File: config.mk
export PLATFORM = sky130hd
export DESIGN_NAME = uart_tx_fifo
export DESIGN_NICKNAME = d
export VERILOG_FILES = /design/src/rtl/uart_tx_fifo.sv
export SDC_FILE = /design/constraint.sdc
export NUM_CORES = 1
export LEC_CHECK = 0
export CORE_AREA = 2 2 156 158
export CTS_BUF_LIST = sky130_fd_sc_hd__clkbuf_4
export DETAILED_ROUTE_END_ITERATION = 8
export DIE_AREA = 0 0 158 160
export PLACE_DENSITY_LB_ADDON = 0.2
export RECOVER_POWER = 100
export SETUP_SLACK_MARGIN = 0.02
export SYNTH_ARGS = -nofsm -noshare
export SYNTH_HDL_FRONTEND = slang
export SYNTH_SLANG_ARGS = --single-unit
File: constraint.sdc
create_clock -name clk -period 7.8 [get_ports clk]
set_input_delay 1.95 -clock clk [delete_from_list [all_inputs] [get_ports clk]]
set_output_delay 1.95 -clock clk [all_outputs]
set_load 0.02 [all_outputs]
File: src/rtl/uart_tx_fifo.sv
`timescale 1ns/1ps
// UART transmitter fed by a registered first-word-fall-through FIFO.
// Define UART_TX_BREAK_EN to add the break_req port and line-break generator.
module uart_tx_fifo #(
    parameter int CLK_FREQ   = 50_000_000,
    parameter int DATA_W     = 8,
    parameter int FIFO_DEPTH = 16,
    parameter int LVL_W      = $clog2(FIFO_DEPTH + 1)
) (
    input  logic              clk,
    input  logic              rst_n,
    input  logic              wr_en,
    input  logic [DATA_W-1:0] wr_data,
    input  logic [1:0]        parity_type,
    input  logic [1:0]        baud_rate,
    input  logic              stop_bits,
`ifdef UART_TX_BREAK_EN
    input  logic              break_req,
`endif
    output logic              tx,
    output logic              full,
    output logic              empty,
    output logic [LVL_W-1:0]  level,
    output logic              overflow,
    output logic              tx_active_flag,
    output logic              tx_done_flag
);

    localparam int PTR_W = $clog2(FIFO_DEPTH);
    localparam int CNT_W = $clog2(CLK_FREQ / 2400 + 1);
    localparam int BIT_W = 5;

    localparam logic [2:0] S_IDLE   = 3'd0;
    localparam logic [2:0] S_START  = 3'd1;
    localparam logic [2:0] S_DATA   = 3'd2;
    localparam logic [2:0] S_PARITY = 3'd3;
    localparam logic [2:0] S_STOP   = 3'd4;
`ifdef UART_TX_BREAK_EN
    localparam logic [2:0] S_BREAK  = 3'd5;
    localparam logic [2:0] S_BRK_END = 3'd6;
`endif

    function automatic logic [CNT_W-1:0] div_of(input logic [1:0] sel);
        case (sel)
            2'b00:   div_of = CNT_W'(CLK_FREQ / 2400);
            2'b01:   div_of = CNT_W'(CLK_FREQ / 4800);
            2'b10:   div_of = CNT_W'(CLK_FREQ / 9600);
            default: div_of = CNT_W'(CLK_FREQ / 19200);
        endcase
    endfunction

`ifdef UART_TX_BREAK_EN
    function automatic logic [BIT_W-1:0] frame_bits(input logic [1:0] pt, input logic sb);
        frame_bits = BIT_W'(DATA_W + 2) + BIT_W'(pt == 2'b01 || pt == 2'b10) + BIT_W'(sb);
    endfunction
`endif

    // FIFO storage and bookkeeping
    logic [DATA_W-1:0] mem [FIFO_DEPTH];
    logic [PTR_W-1:0]  wr_ptr_reg, rd_ptr_reg;
    logic [LVL_W-1:0]  level_reg, level_next;
    logic              full_reg, empty_reg, overflow_reg;
    logic              push, pop;
    logic [DATA_W-1:0] head;

    assign push       = wr_en && !full_reg;
    assign head       = mem[rd_ptr_reg];
    assign level_next = level_reg + LVL_W'(push) - LVL_W'(pop);

    always_ff @(posedge clk) begin
        if (push) begin
            mem[wr_ptr_reg] <= wr_data;
        end
    end

    always_ff @(posedge clk or negedge rst_n) begin
        if (!rst_n) begin
            wr_ptr_reg   <= '0;
            rd_ptr_reg   <= '0;
            level_reg    <= '0;
            full_reg     <= 1'b0;
            empty_reg    <= 1'b1;
            overflow_reg <= 1'b0;
        end else begin
            if (push) wr_ptr_reg <= wr_ptr_reg + PTR_W'(1);
            if (pop)  rd_ptr_reg <= rd_ptr_reg + PTR_W'(1);
            level_reg    <= level_next;
            full_reg     <= (level_next == LVL_W'(FIFO_DEPTH));
            empty_reg    <= (level_next == '0);
            overflow_reg <= wr_en && full_reg;
        end
    end

    // Transmit FSM; per-frame settings are latched at the pop
    logic [2:0]        state_reg, state_next;
    logic [CNT_W-1:0]  baud_cnt_reg, baud_cnt_next;
    logic [CNT_W-1:0]  div_reg, div_next;
    logic [BIT_W-1:0]  bit_cnt_reg, bit_cnt_next;
    logic [DATA_W-1:0] shift_reg, shift_next;
    logic              par_en_reg, par_en_next;
    logic              par_bit_reg, par_bit_next;
    logic              two_stop_reg, two_stop_next;
    logic              tx_reg, tx_next;
    logic              bit_end, last_stop;
`ifdef UART_TX_BREAK_EN
    logic [BIT_W-1:0]  brk_len_reg, brk_len_next;
`endif

    assign bit_end   = (baud_cnt_reg == div_reg - 1'b1);
    assign last_stop = (bit_cnt_reg == BIT_W'(two_stop_reg));

    always_comb begin
        state_next    = state_reg;
        baud_cnt_next = bit_end ? '0 : baud_cnt_reg + 1'b1;
        div_next      = div_reg;
        bit_cnt_next  = bit_cnt_reg;
        shift_next    = shift_reg;
        par_en_next   = par_en_reg;
        par_bit_next  = par_bit_reg;
        two_stop_next = two_stop_reg;
        pop           = 1'b0;
`ifdef UART_TX_BREAK_EN
        brk_len_next  = brk_len_reg;
`endif
        case (state_reg)
            S_IDLE: begin
                baud_cnt_next = '0;
`ifdef UART_TX_BREAK_EN
                if (break_req) begin
                    state_next   = S_BREAK;
                    div_next     = div_of(baud_rate);
                    bit_cnt_next = '0;
                    brk_len_next = frame_bits(parity_type, stop_bits) << 1;
                end else
`endif
                if (!empty_reg) begin
                    pop = 1'b1;
                end
            end
            S_START: begin
                if (bit_end) begin
                    state_next   = S_DATA;
                    bit_cnt_next = '0;
                end
            end
            S_DATA: begin
                if (bit_end) begin
                    shift_next = shift_reg >> 1;
                    if (bit_cnt_reg == BIT_W'(DATA_W - 1)) begin
                        bit_cnt_next = '0;
                        state_next   = par_en_reg ? S_PARITY : S_STOP;
                    end else begin
                        bit_cnt_next = bit_cnt_reg + 1'b1;
                    end
                end
            end
            S_PARITY: begin
                if (bit_end) begin
                    state_next   = S_STOP;
                    bit_cnt_next = '0;
                end
            end
            S_STOP: begin
                if (bit_end) begin
                    if (last_stop) begin
                        if (!empty_reg) pop = 1'b1;
                        else            state_next = S_IDLE;
                    end else begin
                        bit_cnt_next = bit_cnt_reg + 1'b1;
                    end
                end
            end
`ifdef UART_TX_BREAK_EN
            // Low for the programmed length, then stretched while break_req stays high
            S_BREAK: begin
                if (bit_cnt_reg == brk_len_reg) begin
                    baud_cnt_next = '0;
                    if (!break_req) state_next = S_BRK_END;
                end else if (bit_end) begin
                    if (bit_cnt_reg == brk_len_reg - 1'b1 && !break_req) state_next = S_BRK_END;
                    else bit_cnt_next = bit_cnt_reg + 1'b1;
                end
            end
            S_BRK_END: begin
                if (bit_end) state_next = S_IDLE;
            end
`endif
            default: state_next = S_IDLE;
        endcase

        if (pop) begin
            state_next    = S_START;
            baud_cnt_next = '0;
            bit_cnt_next  = '0;
            shift_next    = head;
            div_next      = div_of(baud_rate);
            par_en_next   = (parity_type == 2'b01) || (parity_type == 2'b10);
            par_bit_next  = (parity_type == 2'b01) ? ~^head : ^head;
            two_stop_next = stop_bits;
        end

        case (state_next)
            S_START:  tx_next = 1'b0;
            S_DATA:   tx_next = shift_next[0];
            S_PARITY: tx_next = par_bit_next;
`ifdef UART_TX_BREAK_EN
            S_BREAK:  tx_next = 1'b0;
`endif
            default:  tx_next = 1'b1;
        endcase
    end

    always_ff @(posedge clk or negedge rst_n) begin
        if (!rst_n) begin
            state_reg    <= S_IDLE;
            baud_cnt_reg <= '0;
            div_reg      <= '0;
            bit_cnt_reg  <= '0;
            shift_reg    <= '0;
            par_en_reg   <= 1'b0;
            par_bit_reg  <= 1'b0;
            two_stop_reg <= 1'b0;
            tx_reg       <= 1'b1;
`ifdef UART_TX_BREAK_EN
            brk_len_reg  <= '0;
`endif
        end else begin
            state_reg    <= state_next;
            baud_cnt_reg <= baud_cnt_next;
            div_reg      <= div_next;
            bit_cnt_reg  <= bit_cnt_next;
            shift_reg    <= shift_next;
            par_en_reg   <= par_en_next;
            par_bit_reg  <= par_bit_next;
            two_stop_reg <= two_stop_next;
            tx_reg       <= tx_next;
`ifdef UART_TX_BREAK_EN
            brk_len_reg  <= brk_len_next;
`endif
        end
    end

    assign tx             = tx_reg;
    assign full           = full_reg;
    assign empty          = empty_reg;
    assign level          = level_reg;
    assign overflow       = overflow_reg;
    assign tx_active_flag = (state_reg == S_START) || (state_reg == S_DATA) ||
                            (state_reg == S_PARITY) || (state_reg == S_STOP);
    assign tx_done_flag   = (state_reg == S_STOP) && bit_end && last_stop;

endmodule

After elaboration in Yosys (flattened, before gate mapping):

Memory sizes are Yosys's and may differ from the RTL's.
Index checks and enable logic that the tools add are counted.
W data, S select, Z words.

* RAM bits: 128
* word-level logic and storage cells: 96
* memories kept: 1
* register bits after elaboration: 66

Memory list
* mem: words 16, bits a word 8, rd ports 1, clocked after Yosys merged registers in 0, write ports 1, line 59 `logic [DATA_W-1:0] mem [FIFO_DEPTH];`

* equality and inequality tests: 19
* mux-type cells: 33
* add/subtract/negate cells: 7
* reduce and logical (&&, ||, !) cells: 20

Operator list (count)
* $mux W15: 3
* $pmux W15 S3: 1
* $mux W5: 6
* $mux W3: 9
* $mux W8: 3
* $add A15 B1 Y15 const B: 1
* $eq A15 B15 Y1: 1
* $pmux W3 S5: 1
* $pmux W5 S3: 1
* $sub A15 B1 Y15 const B: 1
* $eq A3 B2 Y1 const B: 4
* $ne A3 B3 Y1 const B: 3
* $add A4 B1 Y4 const B: 2
* $reduce_xnor A8 Y1: 1
* $reduce_xor A8 Y1: 1
* $mux W1: 7
* $eq A3 B1 Y1 const B: 2
* $add A5 B1 Y5: 1
* $add A5 B1 Y5 const B: 1
* $eq A5 B1 Y1: 1
* $eq A5 B3 Y1 const B: 1
* $eq A5 B5 Y1 const B: 1
* $logic_not A5 Y1: 1
* $reduce_and A5 Y1: 1
* 16 further kinds: 25

Depth between registers and ports, before layout:

Gate-level depths: netlist of run 1.

* depth after elaboration: 7
* gate-level depth with buffers: 20
* mapped depth without buffers: 18

Worst setup path after synthesis of run 1:

OpenSTA, ideal clock, no wires.

* path kind: register to output
* from: register div_reg[8]
* to: output port tx_done_flag
* slack: 3.093 ns
* cell stages (with the launch flop): 10
* required time: 5.850 ns
* buffers on the path: 2
* arrival time: 2.757 ns
* cells stage by stage: dfrtp_1 -> buf_6 -> inv_1 -> ha_1 -> or4b_1 -> or4_4 -> o221a_1 -> or4_4 -> buf_6 -> nor2_1

* longest elaborated chain between the ends: 4

Ends and longest elaborated chain
* from (decl): line 97 `logic [CNT_W-1:0] div_reg, div_next;`
* from (signal assigned): line 230 `div_reg <= div_next;`
* $sub A15 B1 Y15: line 109 `assign bit_end = (baud_cnt_reg == div_reg - 1'b1);`
* $eq A15 B15 Y1: line 109
* $logic_and A1 B1 Y1 (2 in series): line 250 `assign tx_done_flag = (state_reg == S_STOP) && bit_end && last_stop;`
* to (decl): line 26 `output logic tx_done_flag`

Every way passes these cells.

Final worst setup path of run 1:

Same ends and word-level chain as after synthesis.

==> results of run 1 <==
[worst register-to-register path: stages (launching register included)]
cell and delay (ps):
dfrtp_1 510, inv_1 120, ha_1 280, or4b_1 490, or4_1 460, o221a_1 220
or4_1 620, o21ai_0 240, nand2_1 460, inv_1 830, ha_1 370, inv_1 50
ha_1 170, fa_1 440, nor4_1 350, nor2b_1 180
[per-layer routing]
metal / vias up / track usage
li1: 2321 / -
met1: 2429 / 0.194
met2: 51 / 0.244
met3: 13 / 0.0261
met4: 0 / 0.0401
met5: - / 0
[power groups by stage]
stage / Clock (mW) / Sequential (mW) / Combinational [mW]
2_1_floorplan: 0 / 1.39 / 0.806
3_3_place_gp: 0 / 1.45 / 1.02
3_5_place_dp: 0 / 1.45 / 1.04
4_1_cts: 0.616 / 1.43 / 1.05
5_1_grt: 0.655 / 1.46 / 1.13
6_report: 0.599 / 1.43 / 1.02
[logic make-up after synthesis]
| family | after synthesis | share of synthesized area |
|---|---|---|
| compound gates | 85 | 0.0703 |
| xor+xnor | 50 | 0.0537 |
| fa+ha+maj | 20 | 0.0306 |
| buf+inv | 52 | 0.0266 |
| flops | 188 | 0.636 |
| mux | 51 | 0.0846 |
| simple gates | 172 | 0.0985 |
[area by class of cell]
cell class | instances | area (um^2)
well taps | 324 | 405
clock inverters | 15 | 218
flip-flops and latches | 188 | 5350
diodes | 1 | 2.50
multi-input cells | 378 | 2830
repair buffers | 34 | 293
fillers | 2290 | 14500
inverters | 22 | 82.6
clock buffers | 17 | 128
[metrics by stage]
stage / utilization / cells / cell area, um^2 / hold WS (ps) / total power [mW]
6_report: 0.391 / 979 / 9310 / 516 / 3.04
5_1_grt: 0.391 / 979 / 9310 / 548 / 3.25
4_1_cts: 0.392 / 978 / 9340 / 523 / 3.10
3_5_place_dp: 0.378 / 946 / 8990 / 492 / 2.50
3_3_place_gp: 0.378 / 946 / 8990 / 478 / 2.47
2_1_floorplan: - / 618 / 8410 / 458 / 2.19
[placed cells by master (no fill, tap or decap), drive strengths merged, types with 12 or more instances in the layout]
cell type      n
mux2i         34
nand2         53
o21ai         22
a221oi        19
inv           29
a21oi         14
xor2          21
clkbuf        23
dfrtp         58
nand3         19
dlygate4sd3   20
ha            19
edfxtp       128
nor3          12
xnor2         28
mux4          16
nor2          48
[how the worst max path moves through the flow]
stage / endpoint / cells past startpoint
3_5_place_dp: full$_DFF_PN0_ / 17
6_report: tx_done_flag / 8
4_1_cts: tx_done_flag / 8
5_1_grt: empty$_DFF_PN1_ / 15
3_3_place_gp: full$_DFF_PN0_ / 17
2_1_floorplan: tx_done_flag / 9
==> flow_metrics.py, run 1 <==
metrics = {
    "yosys": {
        "synth-edff-count": 128,
        "netlist_area_mm2": 0.00841,
        "synth_warnings": 0,
        "syn_inst": 618,
        "synthArstFlopShare": 0.319,
        "yosys-top-cells-count": "edfxtp_1, dfrtp_1, nand2_1",
        "synth-main-ff-cell": "edfxtp_1",
        "synth_most_common_cell": "edfxtp_1",
        "syn_nets": 654,
        "yosys.area.top_type": "edfxtp_1",
        "ys_ff_latch": 188,
        "synth_cell_types": 53,
        "syn_avg_cell_area_um2": 13.6,
        "ys_top_cells_by_area": "edfxtp_1, dfrtp_1, mux4_2, mux2i_1, xnor2_1",
        "synth.top_cell.area_share": 0.457,
        "seq_area_frac_synth": 0.636,
    },
    "route": {
        "drt-vias-per-instance": 4.92,
        "route.met3.wl_um": 431,
        "drc": 0,
        "first_iter_violations": 310,
        "ant_nets": 0,
        "drt_first_pass_iters": 4,
        "m1WireLength_um": 7910,
        "maxUsedRoutingLayer": "met4",
        "met2_length_um": 8510,
        "vias": 4814,
        "drt-total-wl_um": 17100,
        "wl_per_cell_um": 17.4,
    },
    "placement": {
        "dp_hpwl_um": 11300,
        "port_buffers": 26,
        "gp_congestion": 0.809,
        "dp_slack_ps": 2390,
    },
    "power_and_ir_drop": {
        "p_switching_mw": 1.11,
        "power_frac_clock": 0.197,
        "p_leak_nw": 3.48,
        "p_per_area_mw_per_mm2": 327,
        "ir_worst_vdd_mv": 0.131,
        "p_sw_frac": 0.364,
        "combinationalPowerShare": 0.334,
        "power_frac_seq": 0.469,
        "p_int_mw": 1.94,
    },
    "clock_tree": {
        "cts-hold-fix-buffers": 0,
        "cts_sinks": 188,
        "cts_buffers": 17,
        "clk_latency_ps": 580,
        "clk_pin_slew_worst_paths_ps": 160,
        "tritoncts": "done",
        "h-tree-depth": 4,
        "cts.path.max_buffers": 2,
        "cts_resized": 0,
        "clockRootBuffer": "clkbuf_4",
        "post_cts_buffers": 0,
    },
    "setup_path": {
        "endpoint_kind": "output port",
        "worstPathRequired_ps": 5850,
        "crit_fanout": 12,
        "crit_family": "simple AND/OR/NAND/NOR gates",
        "rrSetupSlack_ps": 1940,
        "crit_path_frequent_cell": "or4_1",
        "crit_path_start": "div_reg[8]$_DFFE_PN0N_",
        "slowest_delay_ps": 680,
        "critPathSlowestCell": "dlygate4sd3_1",
        "critical_path_buf_inv_count": 2,
        "setup.worst_path.start_class": "flip-flop",
        "critPathKind": "flip-flop to output port",
        "reg2reg_from": "div_reg[8]$_DFFE_PN0N_",
        "arrival_ps": 4110,
        "crit_chain": "inv_1 > ha_1 > or4b_1 > or4_1 > o221a_1 > or4_1 > nor2_1 > dlygate4sd3_1",
        "r2r-end": "empty$_DFF_PN1_",
        "ff2ff_path_depth": 15,
    },
    "min_path": {
        "min_delay_worst_endpoint": "bit_cnt_reg[4]$_DFFE_PN0P_",
        "holdPathStages": 1,
        "worst_hold_path_type": "flip-flop to flip-flop",
        "hp-start": "bit_cnt_reg[4]$_DFFE_PN0P_",
    },
    "sta": {
        "slew_violations": 61,
        "final_hold_viol_count": 0,
        "max_slew.worst_pin.slew_ps": 3310,
        "fin_tns_setup_ps": 0,
        "fin_crit_ps": 6060,
        "clock_skew_ps": 33.6,
        "layout_setup_ws_ps": 1740,
        "rsz0062_at_grt": "no",
        "relSlewSlack": -1.21,
        "min_period_over_period": 0.777,
        "max_freq_mhz": 165,
        "setup_violations": 0,
    },
    "global_route": {
        "grt-ovfl-total": 0,
        "antenna_found_initial": 1,
        "grtUsageTotal": 0.145,
        "grt_pass1_vias": 4994,
        "grt_pass1_wl_um": 28000,
        "grt_max_degree": 61,
    },
    "run_status": {
        "status": "complete, but fails checks",
        "violations": "capacitance limit, slew limit",
    },
    "layout": {
        "drive_gt1_frac": 0.0887,
        "final_nets": 677,
        "largest_reg_flops": 128,
        "syn_to_final_growth_pct": 10.6,
    },
    "floorplan": {
        "start_util": 0.353,
        "io_pins": 27,
        "die_y_um": 160,
        "die_w_um": 158,
        "num_rows": 57,
        "dieArea_mm2": 0.0253,
        "core_mm2": 0.0238,
    },
    "flow_run": {
        "cap_violations": 1,
    },
}
(Power assumes the default switching activity.)
==> run 2, diff against run 1 <==
Clock period 7.8 ns to 6.1 ns, I/O delays scaled along.
==> run 2 against run 1 <==
Effect of this change: sequential power grew 31%; the flow still finishes with violations (capacitance limit, slew limit); sequential cell count is the same; final cell count grew 0.10%; routed wire length shrank 4.7%; hold slack gained 3.0 ps; die area is the same; sequential share of layout area shrank 0.069 points; first-iteration DRC count grew 3.9%; global-route usage shrank 0.83 points; largest cell class unchanged; combinational power grew 22%.
==> flow_metrics.py, run 2 (synthesized netlist as in run 1, its figures left out) <==
metrics = {
    "route": {
        "drc": 0,
        "drt-vias-per-instance": 4.90,
        "first_iter_violations": 322,
        "vias": 4800,
        "drt-total-wl_um": 16300,
        "wl_per_cell_um": 16.6,
        "ant_nets": 0,
        "drt_first_pass_iters": 4,
    },
    "setup_path": {
        "ff2ff_path_depth": 15,
        "cp-endpoint": "tx_done_flag",
        "critPathKind": "flip-flop to output port",
        "r2r-end": "empty$_DFF_PN1_",
        "rrSetupSlack_ps": 770,
        "setup.worst_path.start_class": "flip-flop",
        "worstPathRequired_ps": 4580,
        "crit_path_start": "div_reg[8]$_DFFE_PN0N_",
        "crit_fanout": 12,
        "arrival_ps": 4030,
        "endpoint_kind": "output port",
        "reg2reg_from": "div_reg[8]$_DFFE_PN0N_",
    },
    "placement": {
        "dp_slack_ps": 1280,
        "gp_congestion": 0.829,
        "port_buffers": 26,
        "dp_cells": 947,
        "placed_cell_area_mm2": 0.00900,
        "dp_hpwl_um": 11200,
    },
    "clock_tree": {
        "clk_pin_slew_worst_paths_ps": 190,
        "h-tree-depth": 4,
        "clk_latency_ps": 590,
        "clockRootBuffer": "clkbuf_4",
        "cts_buffers": 17,
        "cts_sinks": 188,
        "cts_resized": 0,
        "cts.path.max_buffers": 2,
        "tritoncts": "done",
        "cts-hold-fix-buffers": 0,
        "post_cts_buffers": 0,
    },
    "sta": {
        "fin_tns_setup_ps": 0,
        "max_slew.worst_pin.slew_ps": 3280,
        "setup_violations": 0,
        "slew_violations": 61,
        "rsz0062_at_grt": "no",
        "max_freq_mhz": 180,
        "holdWs_ps": 519,
        "clock_skew_ps": 27.2,
        "final_hold_viol_count": 0,
        "relSlewSlack": -1.18,
        "layout_setup_ws_ps": 544,
        "min_period_over_period": 0.911,
        "fin_crit_ps": 5560,
    },
    "min_path": {
        "worst_hold_path_type": "flip-flop to flip-flop",
    },
    "floorplan": {
        "die_y_um": 160,
        "start_util": 0.353,
        "num_rows": 57,
        "dieArea_mm2": 0.0253,
        "core_mm2": 0.0238,
        "die_w_um": 158,
        "io_pins": 27,
    },
    "layout": {
        "fin_util": 0.391,
        "mostFrequentLayoutCell": "edfxtp_1",
        "syn_to_final_growth_pct": 10.8,
        "drive_gt1_frac": 0.0885,
        "final_area_mm2": 0.00932,
        "final_nets": 678,
        "largest_reg_flops": 128,
        "stdcell_count": 980,
        "layout_common_cells": "edfxtp_1, dfrtp_1, nand2_1",
        "fillers": 2289,
    },
    "global_route": {
        "grtUsageTotal": 0.137,
        "grt_pass1_vias": 4919,
        "antenna_found_initial": 1,
        "grt_pass1_wl_um": 26600,
        "grt_max_degree": 61,
        "grt-ovfl-total": 0,
    },
    "power_and_ir_drop": {
        "p_leak_nw": 3.48,
        "power_mw": 3.89,
        "p_per_area_mw_per_mm2": 418,
        "ir_worst_vdd_mv": 0.179,
    },
    "flow_run": {
        "cap_violations": 1,
    },
    "run_status": {
        "status": "complete, but fails checks",
        "violations": "capacitance limit, slew limit",
    },
}
==> run 2: cell count changes in the layout (fill, tap and decap cells not counted), sizes merged <==
cell           before  now
dlygate4sd3        20   19
inv                29   35
clkinvlp            1    0
bufinv              2    0
clkdlybuf4s50       5    6
clkinv              5    2
clkbuf             23   24
==> run 2: worst max-delay path, cell delays in order (launching register included) <==
cell and delay (ps):
dfrtp_1 510, inv_1 110, ha_1 270, or4b_1 470
or4_1 460, o221a_1 220, or4_1 630, nor2_1 170
clkdlybuf4s50_1 610
==> run 2: worst min-delay path by stage <==
stage                                          start                         end  slack, ps  depth (start not counted)
after detailed placement    shift_reg[3]$_DFFE_PN0P_    shift_reg[2]$_DFFE_PN0P_        490                          2
after floorplan             shift_reg[7]$_DFFE_PN0P_    shift_reg[6]$_DFFE_PN0P_        460                          2
after global placement      shift_reg[7]$_DFFE_PN0P_    shift_reg[6]$_DFFE_PN0P_        480                          2
after global routing      bit_cnt_reg[4]$_DFFE_PN0P_  bit_cnt_reg[4]$_DFFE_PN0P_        540                          1
after CTS                 bit_cnt_reg[4]$_DFFE_PN0P_  bit_cnt_reg[4]$_DFFE_PN0P_        520                          1
final                     bit_cnt_reg[4]$_DFFE_PN0P_  bit_cnt_reg[4]$_DFFE_PN0P_        520                          1
==> run 2: layout make-up <==
cell class / count / area, um^2 / area share
tap: 324 / 405 / 0.0435
multi-input combinational: 378 / 2830 / 0.304
inverter: 22 / 82.6 / 0.00886
clock buffer: 17 / 128 / 0.0137
sequential: 188 / 5350 / 0.574
antenna: 1 / 2.50 / 0.000269
clock inverter: 15 / 225 / 0.0242
timing repair buffer: 35 / 297 / 0.0318
==> run 2: layer usage <==
metal | global-route usage | wire length [um] | vias up
met2 | 0.231 | 8280 | 51
met4 | 0.0324 | 163 | 0
met3 | 0.0328 | 413 | 11
met1 | 0.179 | 7390 | 2412
met5 | 0 | 0 | -
li1 | - | - | 2326
==> run 2: report_power, final <==
group / internal [mW] / leakage [nW] / switching (mW)
logic: 0.588 / 1.39 / 0.647
clock network: 0.228 / 0.183 / 0.559
registers: 1.61 / 1.90 / 0.262
total: 2.43 / 3.48 / 1.47
==> run 3, diff against run 2 <==
Clock period 6.1 ns to 4.7 ns, I/O delays scaled along.
==> run 3 against run 2 <==
Effect of this change: the flow still finishes with violations (capacitance limit, slew limit); final area grew 1.0%; combinational power grew 41%; sequential cell count is the same; non-clock buffer count grew 11; sequential share of layout area shrank 0.58 points; register-to-register slack lost 430 ps; hold slack lost 1.6 ps; via count grew 1.3%; routed wire length grew 1.0%; highest routed layer unchanged.
==> flow_metrics.py, run 3 (synthesized netlist as in run 1, its figures left out) <==
metrics = {
    "sta": {
        "clock_skew_ps": 27.8,
        "fin_tns_setup_ps": 0,
        "setup_violations": 0,
        "max_slew.worst_pin.slew_ps": 1870,
        "min_period_over_period": 0.950,
        "max_freq_mhz": 224,
        "fin_crit_ps": 4460,
        "final_hold_viol_count": 0,
        "rsz0062_at_grt": "no",
        "relSlewSlack": -0.246,
        "slew_violations": 34,
    },
    "layout": {
        "final_area_mm2": 0.00941,
        "drive_gt1_frac": 0.105,
        "regArea_mm2": 0.00535,
        "fillers": 2296,
        "layout_common_cells": "edfxtp_1, dfrtp_1, nand2_1",
        "mostFrequentLayoutCell": "edfxtp_1",
        "multiInputGateArea_mm2": 0.00285,
        "largest_reg_flops": 128,
        "final_nets": 689,
        "syn_to_final_growth_pct": 11.9,
    },
    "setup_path": {
        "reg2reg_from": "div_reg[9]$_DFFE_PN0N_",
        "arrival_ps": 3290,
        "critPathKind": "flip-flop to output port",
        "endpoint_kind": "output port",
        "ff2ff_path_depth": 17,
        "crit_fanout": 8,
        "worstPathRequired_ps": 3520,
        "r2r-end": "full$_DFF_PN0_",
        "setup.worst_path.start_class": "flip-flop",
        "rrSetupSlack_ps": 340,
    },
    "min_path": {
        "hp-start": "shift_reg[6]$_DFFE_PN0P_",
        "holdPathStages": 2,
        "worst_hold_path_type": "flip-flop to flip-flop",
        "min_delay_worst_endpoint": "shift_reg[6]$_DFFE_PN0P_",
    },
    "global_route": {
        "grt_pass1_wl_um": 26900,
        "grtUsageTotal": 0.138,
        "grt-ovfl-total": 0,
        "grt_max_degree": 34,
        "grt_pass1_vias": 4979,
        "antenna_found_initial": 1,
    },
    "route": {
        "drt_first_pass_iters": 4,
        "wl_per_cell_um": 16.6,
        "first_iter_violations": 231,
        "drt-vias-per-instance": 4.90,
        "drt-total-wl_um": 16400,
        "drc": 0,
        "ant_nets": 0,
        "vias": 4860,
    },
    "power_and_ir_drop": {
        "power_mw": 5.10,
        "p_per_area_mw_per_mm2": 542,
        "ir_worst_vdd_mv": 0.247,
        "p_leak_nw": 3.53,
    },
    "placement": {
        "gp_congestion": 0.822,
        "placed_cell_area_mm2": 0.00907,
        "port_buffers": 26,
        "dp_hpwl_um": 11600,
    },
    "clock_tree": {
        "h-tree-depth": 4,
        "cts-hold-fix-buffers": 0,
        "cts_buffers": 17,
        "clk_latency_ps": 590,
        "cts.path.max_buffers": 2,
        "tritoncts": "done",
        "clockRootBuffer": "clkbuf_4",
        "clk_pin_slew_worst_paths_ps": 180,
        "cts_sinks": 188,
    },
    "floorplan": {
        "io_pins": 27,
        "dieArea_mm2": 0.0253,
        "core_mm2": 0.0238,
        "num_rows": 57,
        "start_util": 0.353,
        "die_y_um": 160,
        "die_w_um": 158,
    },
    "flow_run": {
        "cap_violations": 2,
    },
    "run_status": {
        "status": "complete, but fails checks",
        "violations": "capacitance limit, slew limit",
    },
}
-- run 3: changes by cell type in the layout (fill, tap and decap cells not counted), moves of 2 or more --
cell      delta
or4_4        +2
buf_4        +6
or4_1        -2
clkbuf_1     +4
-- run 3: worst max path at each step --
stage,from,to,slack [ps]
floorplan,div_reg[8]$_DFFE_PN0N_,full$_DFF_PN0_,340
global placement,div_reg[9]$_DFFE_PN0N_,tx_done_flag,400
detailed placement,div_reg[9]$_DFFE_PN0N_,full$_DFF_PN0_,280
CTS,div_reg[9]$_DFFE_PN0N_,tx_done_flag,50
global route,div_reg[8]$_DFFE_PN0N_,tx_done_flag,20
finish,div_reg[9]$_DFFE_PN0N_,tx_done_flag,240
-- run 3: worst max-delay path: stages, from the launching register on --
cell and delay [ps]:
dfrtp_1 450, inv_1 120, ha_4 170, or4b_1 460, or4_4 440, o221a_1 220, or4_4 570, nor2_1 120
buf_2 170
-- run 3: final cells by class --
type	count	area share
Antenna cell	1	0.000266
Clock buffer	17	0.0136
Clock inverter	15	0.0237
Inverter	22	0.00877
Multi-Input combinational cell	378	0.303
Sequential cell	188	0.568
Tap cell	324	0.0431
Timing Repair Buffer	46	0.0397
-- run 3: stage by stage --
stage | worst slack (ps) | std cells | utilization | hold slack, ps
2_1_floorplan | 342 | 618 | - | 458
3_3_place_gp | 403 | 954 | 0.381 | 477
3_5_place_dp | 276 | 954 | 0.381 | 477
4_1_cts | 53.0 | 986 | 0.395 | 516
5_1_grt | 24.0 | 991 | 0.395 | 541
6_report | 236 | 991 | 0.395 | 517
-- run 3: timing repair --
item / 4_1_cts / 5_1_grt
buffers inserted: 0 / 4
setup endpoints to repair: 1 / 2
pin swaps: 0 / 1
resized for setup: 4 / 3
-- run 3: metal layers --
layer  track usage  part of all wire  vias up
li1              -                 -     2355
met1         0.181              0.45     2439
met2         0.232              0.51       60
met3        0.0331             0.027        6
met4        0.0340            0.0073        0
met5             0                 0        -
-- run 3: where the power goes --
group	internal, mW	switching, mW	leakage (nW)	total (mW)
Clock	0.294	0.704	0.181	0.998
Combinational	0.807	0.944	1.45	1.75
Sequential	2.09	0.259	1.90	2.35
